<file path="config.mk">
export PLATFORM = sky130hd
export DESIGN_NAME = imem_boot_loader
export DESIGN_NICKNAME = d
export VERILOG_FILES = /design/src/rtl/imem_boot_loader_pkg.sv /design/src/rtl/imem_boot_loader_packer.sv /design/src/rtl/imem_boot_loader.sv
export SDC_FILE = /design/constraint.sdc
export NUM_CORES = 1
export LEC_CHECK = 0
export ABC_AREA = 1
export CAP_MARGIN = 10
export CORE_ASPECT_RATIO = 1.25
export CORE_MARGIN = 1
export CORE_UTILIZATION = 50
export DETAILED_ROUTE_END_ITERATION = 6
export PLACE_DENSITY = 0.74
export SYNTH_ARGS = -nofsm -noshare
export SYNTH_HDL_FRONTEND = slang
export SYNTH_SLANG_ARGS = --single-unit
</file>
<file path="constraint.sdc">
create_clock -name clk -period 3.5 [get_ports clk]
set_input_delay 0.525 -clock clk [delete_from_list [all_inputs] [get_ports clk]]
set_output_delay 0.525 -clock clk [all_outputs]
set_load 0.05 [all_outputs]
</file>
<file path="src/rtl/imem_boot_loader_pkg.sv">
// Shared types and constants for the instruction-memory boot loader.
// Holds the loader FSM encoding and the image framing constants.
package boot_pkg;

  typedef enum logic [2:0] {
    S_LEN0,
    S_LEN1,
    S_DATA,
    S_DONE,
    S_ERR
  } loader_state_t;

  localparam int LEN_BYTES      = 2;
  localparam int BYTES_PER_WORD = 4;

endpackage

</file>
<file path="src/rtl/imem_boot_loader_packer.sv">
// Packs a little-endian byte stream into 32-bit words; word_valid pulses for
// one cycle after every fourth accepted byte. clear drops any partial word.
module byte_to_word_packer (
  input  logic        clk,
  input  logic        clear,
  input  logic        byte_stb,
  input  logic [7:0]  byte_in,
  output logic [31:0] word,
  output logic        word_valid
);

  logic [1:0]  idx_p0;
  logic [23:0] asm_p0;
  logic [31:0] word_p1;
  logic        vld_p1;

  // Stage p0: byte index and assembly of the lower three bytes
  always_ff @(posedge clk) begin
    if (clear) begin
      idx_p0 <= 2'd0;
    end else if (byte_stb) begin
      idx_p0 <= idx_p0 + 2'd1;
    end
  end

  always_ff @(posedge clk) begin
    if (byte_stb && (idx_p0 != 2'd3)) begin
      asm_p0 <= {byte_in, asm_p0[23:8]};
    end
  end

  // Stage p1: completed word and its one-cycle valid
  always_ff @(posedge clk) begin
    if (clear) begin
      vld_p1  <= 1'b0;
      word_p1 <= 32'd0;
    end else begin
      vld_p1 <= 1'b0;
      if (byte_stb && (idx_p0 == 2'd3)) begin
        vld_p1  <= 1'b1;
        word_p1 <= {byte_in, asm_p0};
      end
    end
  end

  assign word       = word_p1;
  assign word_valid = vld_p1;

endmodule

</file>
<file path="src/rtl/imem_boot_loader.sv">
// Boot loader: streams a length-prefixed program image into instruction memory
// and keeps the core in reset until the last word has been written.
module imem_boot_loader
  import boot_pkg::*;
#(
  parameter int          DEPTH     = 256,
  parameter logic [31:0] BASE_ADDR = 32'h0000_0000,
  parameter int          ADDR_W    = 32
) (
  input  logic              clk,
  input  logic              reset,
  input  logic              byte_valid,
  input  logic [7:0]        byte_data,
  output logic              byte_ready,
  output logic              imem_we,
  output logic [ADDR_W-1:0] imem_addr,
  output logic [31:0]       imem_wdata,
  output logic              core_reset,
  output logic              load_done,
  output logic              load_error
);

  localparam int IDX_W = $clog2(DEPTH + 1);

  loader_state_t     state, state_n;
  logic              armed;
  logic [7:0]        len_lo;
  logic [15:0]       len_q;
  logic [15:0]       len_full;
  logic [IDX_W-1:0]  word_idx;
  logic [ADDR_W-1:0] addr_q;
  logic              core_q;
  logic              byte_acc;
  logic              last_word;
  logic              pk_clear;
  logic              pk_vld;
  logic [31:0]       pk_word;

  assign byte_ready = armed && ((state == S_LEN0) || (state == S_LEN1) || (state == S_DATA));
  assign byte_acc   = byte_valid && byte_ready;
  assign len_full   = {byte_data, len_lo};
  assign last_word  = (32'(word_idx) == (32'(len_q) - 32'd1));

  // Outside S_DATA the packer is held empty, so a reset mid-word drops the partial word.
  assign pk_clear = !reset || (state != S_DATA);

  byte_to_word_packer u_packer (
    .clk        (clk),
    .clear      (pk_clear),
    .byte_stb   (byte_acc),
    .byte_in    (byte_data),
    .word       (pk_word),
    .word_valid (pk_vld)
  );

  always_ff @(posedge clk) begin
    if (!reset) begin
      state <= S_LEN0;
    end else begin
      state <= state_n;
    end
  end

  always_comb begin
    state_n = state;
    unique case (state)
      S_LEN0: begin
        if (byte_acc) state_n = S_LEN1;
      end
      S_LEN1: begin
        if (byte_acc) begin
          if (len_full == 16'd0) begin
            state_n = S_DONE;
          end else if (32'(len_full) > 32'(DEPTH)) begin
            state_n = S_ERR;
          end else begin
            state_n = S_DATA;
          end
        end
      end
      S_DATA: begin
        if (pk_vld && last_word) state_n = S_DONE;
      end
      S_DONE:  state_n = S_DONE;
      S_ERR:   state_n = S_ERR;
      default: state_n = S_LEN0;
    endcase
  end

  // byte_ready is held low until the first edge that sees reset released.
  always_ff @(posedge clk) begin
    if (!reset) begin
      armed    <= 1'b0;
      word_idx <= '0;
      addr_q   <= ADDR_W'(BASE_ADDR);
      core_q   <= 1'b0;
    end else begin
      armed  <= 1'b1;
      core_q <= (state == S_DONE);
      if (pk_vld) begin
        word_idx <= word_idx + IDX_W'(1);
        addr_q   <= addr_q + ADDR_W'(BYTES_PER_WORD);
      end
    end
  end

  always_ff @(posedge clk) begin
    if (byte_acc && (state == S_LEN0)) len_lo <= byte_data;
    if (byte_acc && (state == S_LEN1)) len_q  <= len_full;
  end

  assign imem_we    = pk_vld;
  assign imem_wdata = pk_word;
  assign imem_addr  = addr_q;
  assign core_reset = core_q;
  assign load_done  = (state == S_DONE);
  assign load_error = (state == S_ERR);

endmodule

</file>
# [Word level (Yosys, flattened, before mapping)]
# Cells that the tools add are included.
# Widths: inputs -> output; s select.
[op_classes] add_sub_neg=4 order_cmp=1 n_eq_ne=11 muxes=8 reduce_logical=14
[ops] operator="$add 32x3->32 const B" n=1
[ops] operator="$eq 9x32->1" n=1
[ops] operator="$sub 16x1->17 const B" n=1
[ops] operator="$gt 16x9->1 const B" n=1
[ops] operator="$logic_not 16->1" n=1
[ops] operator="$mux 3" n=5
[ops] operator="$pmux 3 s5" n=1
[ops] operator="$add 9x1->9 const B" n=1
[ops] operator="$logic_and 1x1->1" n=7
[ops] operator="$eq 3x2->1 const B" n=2
[ops] operator="$ne 2x2->1 const B" n=3
[ops] operator="$eq 3x1->1 const B" n=1
[ops] operator="$eq 3x3->1 const B" n=1
[ops] operator="$logic_not 3->1" n=1
[ops] operator="$logic_or 1x1->1" n=3
[ops] operator="$ne 3x2->1 const B" n=1
[ops] operator="$reduce_and 3->1" n=1
[ops] operator="$add 2x1->2 const B" n=1
[ops] operator="$eq 2x2->1 const B" n=1
[ops] operator="$mux 1" n=2
[ops] operator="$ne 2x1->1 const B" n=1
[ops] operator="$logic_not 1->1" n=1
[word_totals] regBits=129 elab_cells=49

# [Longest topological paths before layout]
[logic_depth] word_depth=7 ltp_mapped=16 ltp_nobuf=16

# [Hierarchy]
# From an unflattened synthesis, not the netlist that was laid out.
[hier_totals] cells_unflattened=708 area_unflattened_um2=5625.4
[by_module_without_submodules] module="imem_boot_loader" n_inst=1 cells_per_inst=466 area_per_inst_um2=3479.6
[by_module_without_submodules] module="byte_to_word_packer" n_inst=1 cells_per_inst=242 area_per_inst_um2=2145.8

# [Worst setup path after synthesis]
# Ideal clock, no wire load.
[synth_path] kind="reg-to-reg" start="register state[0]" end="register u_packer.asm_p0[0], enable pin" arrival_ns=2.252 path_slack_ns=0.843 path_stages_with_launch=9 period_less_slack_ns=2.657 path_cell_list="dfxtp_1 > inv_2 > nor3_2 > inv_2 > nand2_2 > o21ai_2 > inv_2 > nand2_1 > nor2_1"
[synth_between] elab_chain_cells=6 word_cells_on_any_way=8
[synth_lines] item="start, declared" line="imem_boot_loader.sv:25" source="loader_state_t state, state_n;"
[synth_lines] item="start signal, assigned" line="imem_boot_loader.sv:60" source="state <= state_n;"
[synth_lines] item="$eq 3x1->1 / $logic_not 3->1 (equally long branches)" line="imem_boot_loader.sv:39" source="assign byte_ready = armed && ((state == S_LEN0) || (state == S_LEN1) || (state == S_DATA));"
[synth_lines] item="$logic_or 1x1->1" line="imem_boot_loader.sv:39"
[synth_lines] item="$logic_or 1x1->1 *" line="imem_boot_loader.sv:39"
[synth_lines] item="$logic_and 1x1->1 *" line="imem_boot_loader.sv:39"
[synth_lines] item="via byte_ready" line="imem_boot_loader.sv:14" source="output logic byte_ready,"
[synth_lines] item="$logic_and 1x1->1 *" line="imem_boot_loader.sv:40" source="assign byte_acc = byte_valid && byte_ready;"
[synth_lines] item="$logic_and 1x1->1 *" line="imem_boot_loader_packer.sv:27" source="if (byte_stb && (idx_p0 != 2'd3)) begin"
[synth_lines] item="end signal, assigned" line="imem_boot_loader_packer.sv:28" source="asm_p0 <= {byte_in, asm_p0[23:8]};"
[synth_lines] item="end, declared" line="imem_boot_loader_packer.sv:13" source="logic [23:0] asm_p0;"
# The timed path passes the listed nets; every way through them passes the cells marked *.
# A chain may end at the register's enable or synchronous reset.

# [Worst setup path after layout]
[layout_path] start="register state[0]" end="output byte_ready"
[layout_between] elab_chain_cells=4 word_cells_on_any_way=6
[layout_lines] item="$eq 3x1->1 / $logic_not 3->1 (equally long branches)" line="imem_boot_loader.sv:39"
[layout_lines] item="$logic_or 1x1->1" line="imem_boot_loader.sv:39"
[layout_lines] item="$logic_or 1x1->1 *" line="imem_boot_loader.sv:39"
[layout_lines] item="$logic_and 1x1->1 *" line="imem_boot_loader.sv:39"
[layout_lines] item="end, declared" line="imem_boot_loader.sv:14"
# Every way passes the cells marked *; elsewhere a longest branch is shown, timed or not.

==> impl_metrics.py <==
metrics = {
    "die": {
        "dieArea_um2": 11490,
        "chipWidth_um": 96.06,
        "num_io_pins": 80,
        "coreArea_um2": 10670,
        "die_h_um": 119.6,
        "row_count": 42,
        "start_util": 0.5183,
    },
    "clocking": {
        "cts_setup_buffers": 0,
        "cts_buffers": 17,
        "post_cts_resized": 0,
        "clock_path_buffers": 2,
        "clock_latency_ns": 0.41,
        "tritoncts": "built",
        "cts_hold_buf": 0,
        "cts_max_level": 4,
        "cts-root-buf": "clkbuf_16",
        "clkSinkCount": 127,
        "clk_pin_slew_ns": 0.06,
    },
    "min_path": {
        "hold_end": "len_q[4]$_DFFE_PP_",
        "hold_path.startpoint": "len_lo[4]$_DFFE_PP_",
        "hp-class": "reg -> reg",
        "whs_path_depth": 0,
    },
    "timing": {
        "finalMaxSlewViolations": 0,
        "worst_pin_slew_ns": 0.6422,
        "maxSlewHeadroom": 0.5703,
        "setup_violations": 0,
        "fin_skew_ns": 0.008042,
        "timing.setup.tns_ns": 0,
        "finalCriticalPeriod_ns": 2.778,
        "hold_violations": 0,
        "timing.fmax_ghz": 0.3600,
        "post-route-period-util": 0.7937,
        "rsz0062_at_grt": "false",
    },
    "yosys": {
        "netlist_area_um2": 5529,
        "async_flop_share": 0,
        "yosys_register_bits": 127,
        "yosysSeqAreaShare": 0.5467,
        "yosysUniqueCellTypes": 36,
        "synth_edf_count": 48,
        "syn_avg_cell_area_um2": 8.762,
        "synth_ff_type": "dfxtp_1",
        "syn_inst": 631,
        "yosysWarnings": 0,
    },
    "grt": {
        "grt_start_max_net_pins": 35,
        "grt_pass1_wl_um": 19600,
        "grt_overflow": 0,
        "grt_pass1_vias": 4221,
        "grtUsageTotal": 0.2222,
        "antenna_found_initial": 0,
    },
    "cells_and_area": {
        "layout_common_cells": "nand2_1, nor2_1, dfxtp_1, clkdlybuf4s50_1, inv_1",
        "fin_util": 0.6566,
        "fin_nets": 733,
        "final_common_cell": "nand2_1",
        "layout-drive-gt1-share": 0.09576,
        "syn2layout_area_growth_pct": 26.68,
        "antenna_cells": 0,
    },
    "setup_path": {
        "end_kind": "primary output",
        "reg2regPathDepth": 8,
        "worstPathMaxFanout": 5,
        "worstSetupPathType": "reg -> out",
        "rr_endpoint": "len_lo[0]$_DFFE_PP_",
        "worstPathArrival_ns": 2.25,
        "r2r_start": "state[0]$_SDFFE_PN0P_",
        "required_ns": 2.97,
        "cp-start-kind": "register",
        "worst-r2r-setup-slack_ns": 1.35,
    },
    "placed_design": {
        "io_buffers": 77,
        "place_congestion": 0.8861,
        "place_hpwl_um": 8432,
    },
    "power_and_ir_drop": {
        "power.density_nw_per_um2": 519.4,
        "vdd_ir_drop_max_mv": 0.3533,
        "p_leak_nw": 2.801,
    },
    "routing": {
        "dr.first_iter.drc_count": 191,
        "drtAntennaViolNets": 0,
        "vias_per_cell": 5.081,
        "firstDrtPassIters": 4,
        "wl_per_cell_um": 13.97,
        "drc": 0,
        "route.vias.total": 4385,
        "wl_um": 12060,
    },
    "outcome": {
        "status": "complete, no violations",
    },
    "job": {
        "maxCapViolCount": 0,
    },
}
-- report_power, final --
group	internal [W]	switching, W
registers	0.00162	0.0000387
clock network	0.00101	0.000721
logic	0.0000728	0.000170
-- routing by layer --
| metal | global-route usage | share of wire | vias up |
|---|---|---|---|
| li1 | - | - | 2238 |
| met3 | 0.05513 | 0.043 | 18 |
| met1 | 0.2887 | 0.45 | 2027 |
| met2 | 0.3493 | 0.49 | 102 |
| met4 | 0.09422 | 0.017 | 0 |
| met5 | 0 | 0 | - |
-- state kept, by name, summed over array words and instances (netlist names), 2 cells and up --
signal / count
len_q: 16
len_lo: 8
imem_addr: 30
u_packer.word: 32
state: 3
u_packer.idx_p0: 2
u_packer.asm_p0: 24
word_idx: 9
-- synth_stat cells, types with 4 or more instances --
| master | number | area [um^2] |
|---|---|---|
| a21oi_1 | 27 | 135.1 |
| buf_6 | 4 | 45.04 |
| clkbuf_1 | 8 | 30.03 |
| dfxtp_1 | 79 | 1582 |
| edfxtp_1 | 48 | 1441 |
| ha_1 | 4 | 50.05 |
| inv_1 | 67 | 251.5 |
| inv_2 | 6 | 22.52 |
| mux2i_1 | 29 | 290.3 |
| nand2_1 | 111 | 416.7 |
| nand2_2 | 6 | 37.54 |
| nand3_1 | 37 | 185.2 |
| nand4_1 | 8 | 50.05 |
| nor2_1 | 111 | 416.7 |
| nor2_2 | 7 | 43.79 |
| nor2_4 | 5 | 56.30 |
| nor3_1 | 16 | 80.08 |
| o21ai_0 | 23 | 115.1 |
| xnor2_1 | 4 | 35.03 |
| xor2_1 | 7 | 61.31 |
-- layout make-up --
cell class	instances	area [um^2]
clock buffers	17	425.4
clock inverters	15	165.2
fillers	851	3664
inverters	73	274.0
multi-input cells	417	2143
flip-flops and latches	127	3023
well taps	132	165.2
repair buffers	82	808.3
-- logic make-up after synthesis --
kind of cell | synth area share
AOI/OAI and AO/OA | 0.05341
xor gates and xnor gates | 0.01742
adders and majority gates | 0.009052
buffers and inverters | 0.06675
DFF | 0.5467
muxes | 0.05250
other | 0.0006782
and+or+nand+nor | 0.2535
-- critical path: stages (launching register included) --
cell,delay [ns]
dfxtp_1,0.37
inv_2,0.08
nor3_2,0.26
inv_2,0.09
nand2_2,0.09
o21ai_2,0.06
inv_2,0.09
clkdlybuf4s50_1,0.81
-- worst max-delay path by stage --
stage / from / to / slack (ns) / cells past startpoint
after global placement: state[0]$_SDFFE_PN0P_ / byte_ready / 1.29 / 7
after floorplan: state[0]$_SDFFE_PN0P_ / u_packer.asm_p0[0]$_DFFE_PP_ / 0.84 / 8
after detailed placement: state[0]$_SDFFE_PN0P_ / byte_ready / 1.20 / 7
after CTS: state[0]$_SDFFE_PN0P_ / byte_ready / 0.75 / 7
final: state[0]$_SDFFE_PN0P_ / byte_ready / 0.72 / 7
after global routing: state[0]$_SDFFE_PN0P_ / byte_ready / 0.61 / 7
-- metrics by stage --
step           cells  hold slack (ns)  total power (W)  cell area, um^2  setup slack, ns
2_1_floorplan    632           0.4174         0.001848             5533           0.8433
3_3_place_gp     831           0.4337         0.001916             6414            1.285
3_5_place_dp     831           0.4342         0.001931             6414            1.201
4_1_cts          863           0.4452         0.003653             7004           0.7485
5_1_grt          863           0.4544         0.003761             7004           0.6081
6_report         863           0.4499         0.003638             7004           0.7219
No activity file was read; power rests on OpenSTA's default activity.
